===== config.mk =====
export PLATFORM = sky130hd
export DESIGN_NAME = result_copy_arbiter
export DESIGN_NICKNAME = d
export VERILOG_FILES = /design/src/rtl/result_copy_arbiter.sv
export SDC_FILE = /design/constraint.sdc
export NUM_CORES = 1
export LEC_CHECK = 0
export ABC_CLOCK_PERIOD_IN_PS = 3140
export CAP_MARGIN = 30
export CORE_AREA = 4 4 416 418
export DETAILED_ROUTE_END_ITERATION = 10
export DIE_AREA = 0 0 420 422
export HOLD_SLACK_MARGIN = 0.02
export PLACE_DENSITY = 0.3
export RECOVER_POWER = 100
export SYNTH_ARGS = -nofsm -noshare
export SYNTH_HDL_FRONTEND = slang
export SYNTH_SLANG_ARGS = --single-unit

===== constraint.sdc =====
create_clock -name clk -period 3.14 [get_ports clk]
set_input_delay 0.314 -clock clk [delete_from_list [all_inputs] [get_ports clk]]
set_output_delay 0.314 -clock clk [all_outputs]
set_load 0.03 [all_outputs]

===== src/rtl/result_copy_arbiter.sv =====
// rtl/result_copy_arbiter.sv - round-robin arbiter sharing one result-copy engine among N_REQ result memories
module result_copy_arbiter #(
    parameter int N_REQ = 4
) (
    input  logic                 clk,
    input  logic                 reset,
    input  logic [N_REQ-1:0]     req,
    input  logic [N_REQ*32-1:0]  req_offset,
    input  logic [N_REQ*32-1:0]  req_words,
    input  logic [N_REQ*64-1:0]  req_dst,
    output logic [N_REQ-1:0]     done,
    output logic [31:0]          mem_addr,
    input  logic [N_REQ*64-1:0]  mem_q,
    output logic                 eng_kick,
    input  logic                 eng_busy,
    output logic [31:0]          eng_offset,
    output logic [31:0]          eng_words,
    output logic [63:0]          eng_memory_addr,
    input  logic [31:0]          eng_addr,
    output logic [63:0]          eng_q,
    output logic                 arb_busy,
    output logic [2:0]           grant_idx,
    output logic [31:0]          job_count
);

    typedef enum logic [2:0] {
        ST_IDLE,
        ST_KICK,
        ST_WAIT_START,
        ST_WAIT_DONE,
        ST_DONE
    } state_t;

    localparam logic [N_REQ-1:0] DONE_ONE = N_REQ'(1);

    state_t             state;
    state_t             next_state;
    logic [2:0]         last_grant;
    logic [2:0]         win_idx;
    logic               found;
    logic [N_REQ-1:0]   eff_req;
    logic [31:0]        win_offset;
    logic [31:0]        win_words;
    logic [63:0]        win_dst;

    // A requester still holds req during its own done cycle; that stale level must not re-grant it.
    assign eff_req = req & ~done;

    always_comb begin
        int cand;
        cand    = 0;
        found   = 1'b0;
        win_idx = 3'd0;
        for (int k = 1; k <= N_REQ; k++) begin
            cand = int'(last_grant) + k;
            if (cand >= N_REQ) begin
                cand = cand - N_REQ;
            end
            if (!found && eff_req[cand]) begin
                found   = 1'b1;
                win_idx = 3'(cand);
            end
        end
    end

    assign win_offset = req_offset[32*int'(win_idx) +: 32];
    assign win_words  = req_words[32*int'(win_idx) +: 32];
    assign win_dst    = req_dst[64*int'(win_idx) +: 64];

    always_comb begin
        next_state = state;
        case (state)
            ST_IDLE: begin
                if (found && !eng_busy) begin
                    next_state = (win_words == 32'd0) ? ST_DONE : ST_KICK;
                end
            end
            ST_KICK:       next_state = ST_WAIT_START;
            ST_WAIT_START: if (eng_busy)  next_state = ST_WAIT_DONE;
            ST_WAIT_DONE:  if (!eng_busy) next_state = ST_DONE;
            ST_DONE:       next_state = ST_IDLE;
            default:       next_state = ST_IDLE;
        endcase
    end

    always_ff @(posedge clk) begin
        if (reset) begin
            state           <= ST_IDLE;
            eng_kick        <= 1'b0;
            done            <= '0;
            eng_offset      <= 32'd0;
            eng_words       <= 32'd0;
            eng_memory_addr <= 64'd0;
            grant_idx       <= 3'd0;
            last_grant      <= 3'(N_REQ - 1);
            job_count       <= 32'd0;
        end else begin
            state    <= next_state;
            eng_kick <= (next_state == ST_KICK);
            done     <= '0;
            if (state == ST_IDLE && next_state != ST_IDLE) begin
                grant_idx       <= win_idx;
                eng_offset      <= win_offset;
                eng_words       <= win_words;
                eng_memory_addr <= win_dst;
            end
            if (state == ST_DONE) begin
                done       <= DONE_ONE << grant_idx;
                last_grant <= grant_idx;
                job_count  <= job_count + 32'd1;
            end
        end
    end

    assign arb_busy = (state != ST_IDLE);
    assign mem_addr = eng_addr;
    assign eng_q    = mem_q[64*int'(grant_idx) +: 64];

endmodule


==> implementation parameters <==
Parameter                              Value

Setup path
  Chain of cells forming the critical path ... buf_12, mux4_2, o32ai_4, mux2i_4, buf_8, buf_12, mux4_2, nor3_2, a31oi_2, nor2b_2
  Worst EP arrival ... between 3000 and 4000 ps
  Crit path required time ... 3530 ps
  Crit Path Class ... reg -> reg
  Slowest cell on crit path ... sky130_fd_sc_hd__mux4_2
  Max stage delay on crit path ... 560 ps
  Crit path launch type ... flip-flop
  R2R Setup Slk ... 100 ps
  Kind of end point of the critical path ... flip-flop
  Worst Path Max Fanout ... 11

Clock network
  CTS Root Buffer Type ... sky130_fd_sc_hd__clkbuf_16
  # hold bufs at CTS ... 0
  Number of buffers added by the clock tree synthesis step ... 17
  Clock sinks ... 174
  Clock-pin slew reported for the worst setup and hold paths after clock tree synthesis ... 80 ps
  TritonCTS clock tree ... built
  Skew-Pair Late Insertion Delay ... approximately 540 ps
  Clock tree buffer depth ... 2
  CTS H-Tree Depth ... 4

Cells and area
  Number of standard cells in the layout, taps in and fillers out ... roughly 4300
  # fillers ... 18940
  Proportion of layout cells with a drive suffix above 1 ... 0.1685
  Area added between synthesis and finish ... 113.9%
  Final layout net count ... 2884

Drt
  Detailed-routing iteration count for the pre-antenna-repair pass ... 5
  Detailed-route wire length per cell ... 27.07 um
  Iteration-0 DRC count of the detailed router ... 769
  Vias after detailed routing ... 13980
  Antenna-violating nets left ... 0
  DR vias/cell ... 3.250
  Detailed Route WL ... ~120 mm
  Post-detailed-route DRC marker count ... 0

GRT
  First-pass GRT wire length ... around 150 mm
  Antenna violations before repair ... 68
  Largest net degree at the start of global routing ... 69
  Vias in the first global route ... about 15000
  Overall Global Routing Usage ... 0.1254
  Remaining Overflow, GRT ... 0

Place
  Number of placed cells counting well taps ... roughly 4300
  HPWL after detailed placement ... 101.4 mm
  Number of I/O port buffers ... just over 1000
  Weighted congestion reported at the end of routability-driven placement ... roughly 0.85

Timing
  Fin crit share ... 0.9688
  Setup violators final ... 0
  Post-Route Hold Slack ... 260.6 ps
  Total count of hold-check failures in the final report ... 0
  Final Critical Period ... 3042 ps
  Max-slew violation count ... 0
  Achievable clock frequency ... 328.7 MHz
  Transition time at the pin with the least slew margin ... 814.4 ps
  Remaining max-slew budget at the tightest pin ... 0.4571
  Worst-case clock skew ... 22.48 ps

Yosys
  Fraction of post-synthesis cell area in the top cell type by area ... 0.3574
  Dominant cell by count in the synthesized netlist ... sky130_fd_sc_hd__mux4_2
  Cell taking the most area after synthesis ... sky130_fd_sc_hd__mux4_2
  Number of instances in the synthesized netlist ... ~1100
  Number of warnings printed during yosys synthesis ... 0
  Post-Synthesis Mean Instance Area ... 11.24 um^2
  #FFs+latches synth ... 174
  Largest cells by area after synthesis ... sky130_fd_sc_hd__mux4_2, sky130_fd_sc_hd__dfxtp_1, sky130_fd_sc_hd__a22oi_1
  Count of different cell masters after synthesis ... 51
  Fraction of registers with async set or reset after synthesis ... 0
  Flip-flop cell with the highest count after synthesis ... sky130_fd_sc_hd__dfxtp_1
  Synthesized Nets ... 1896
  Number of enable flip-flop cells after synthesis ... 0
  Summed instance area of the synthesized netlist ... 12160 um^2
  Portion of the post-synthesis area used by sequential elements ... 0.2864
  Commonest cells post-synth ... sky130_fd_sc_hd__mux4_2, sky130_fd_sc_hd__dfxtp_1, sky130_fd_sc_hd__nor2_1

Die
  Floorplan core area ... 169100 um^2
  Chip Width ... between 400 and 500 um
  IO Count ... 1072
  Die height ... roughly 420 um
  Placement row count ... 151
  Starting Density ... 0.07192
  Full die area ... 177200 um^2

Worst hold path
  Worst hold path class ... in -> reg

Power and ir drop
  Worst vdd rail ir drop ... 0.4900 mV
  Power Dens Cells ... 348.0 nW/um^2
  Leak Pwr ... 9.091 nW

Status
  Status ... finished, final reports clean

Job
  MaxCap Viol Count ... 0
cell usage in the layout, fill, tap and decap left out, types with 7 or more instances in the layout:
cell	netlist	layout
sky130_fd_sc_hd__clkdlybuf4s50_1	0	830
sky130_fd_sc_hd__mux4_2	193	193
sky130_fd_sc_hd__nor2_1	171	171
sky130_fd_sc_hd__dfxtp_1	174	170
sky130_fd_sc_hd__dlygate4sd3_1	0	168
sky130_fd_sc_hd__a22oi_1	126	126
sky130_fd_sc_hd__nor2b_1	66	66
sky130_fd_sc_hd__buf_4	45	66
sky130_fd_sc_hd__nand2_1	37	37
sky130_fd_sc_hd__nor4_1	28	28
sky130_fd_sc_hd__buf_12	0	28
sky130_fd_sc_hd__xor2_1	26	26
sky130_fd_sc_hd__clkbuf_16	0	20
sky130_fd_sc_hd__nand3_1	12	12
sky130_fd_sc_hd__and3_1	11	11
sky130_fd_sc_hd__mux2i_1	11	11
sky130_fd_sc_hd__nand4_1	10	10
sky130_fd_sc_hd__a21oi_1	10	10
sky130_fd_sc_hd__xnor2_1	7	7
sky130_fd_sc_hd__ha_1	7	7
worst paths after layout:
kind / start / end / cells past startpoint
max: last_grant[0] / eng_kick / 10
max reg2reg: last_grant[0] / eng_kick / 10
min: reset / job_count[0] / 2
min reg2reg: eng_words[17] / eng_words[17] / 2
final cells by class:
type	instances	area, um^2	share of cell area
timing repair buffer	1107	11250	0.4323
multi-input combinational	767	7880	0.3029
sequential	174	3496	0.1344
tap	2218	2775	0.1067
clock buffer	17	425.4	0.01635
clock inverter	15	176.4	0.006781
inverter	3	11.26	0.0004329
antenna	2	5.005	0.0001924
per-layer routing:
metal	routed length [um]	GRT usage	vias to the layer above
met4	1543	0.01851	14
met2	64800	0.2478	678
li1	-	-	6152
met1	42200	0.1317	6991
met5	93	0	-
met3	7842	0.03594	148
cells by family (layout without fill, tap and decap cells):
kind of cell	after synthesis	in the layout	synth area share
simple gates	363	363	0.1473
mux	208	208	0.3711
flops	174	174	0.2864
compound gates	156	156	0.09537
buf+inv	141	1142	0.06883
xor+xnor	33	33	0.02377
fa+ha+maj	7	7	0.007201
other cells	0	2	0
metrics by stage:
stage / utilization / setup TNS, ps / setup WS [ps] / area [um^2] / total power [W]
detailed placement: 0.1495 / -20810 / -292.4 / 25280 / 0.006805
global placement: 0.1495 / -17970 / -247.5 / 25280 / 0.006810
finish: 0.1539 / 0 / 98.10 / 26020 / 0.009054
CTS: 0.1530 / 0 / 6.522 / 25870 / 0.009351
global route: 0.1538 / -2.157 / -2.157 / 26010 / 0.009545
floorplan: - / 0 / 89.43 / 12160 / 0.004417
power breakdown:
part / internal (W) / total, W / switching (W)
Combinational: 0.00214 / 0.00412 / 0.00198
Clock: 0.00113 / 0.00240 / 0.00127
Sequential: 0.00238 / 0.00253 / 0.000145
Total: 0.00566 / 0.00905 / 0.00339
state kept, by name, indices dropped and copies added, names as in the netlist:
name / count
done: 4
eng_kick: 1
eng_memory_addr: 64
eng_offset: 32
eng_words: 32
grant_idx: 3
job_count: 32
last_grant: 3
state: 3
worst max-delay path: cells and delay by family (launching register included):
family | cells | cell delay [ps]
mux | 3 | 1250
flops | 1 | 360
simple gates | 2 | 330
buf+inv | 3 | 490
compound gates | 2 | 460
timing repair:
action	4_1_cts	5_1_grt
endpoints found under the setup margin	4	25
cloned	0	3
buffers inserted	0	5
pin swaps	0	1
gates resized for setup	4	7
No activity file was read; power rests on OpenSTA's default activity.
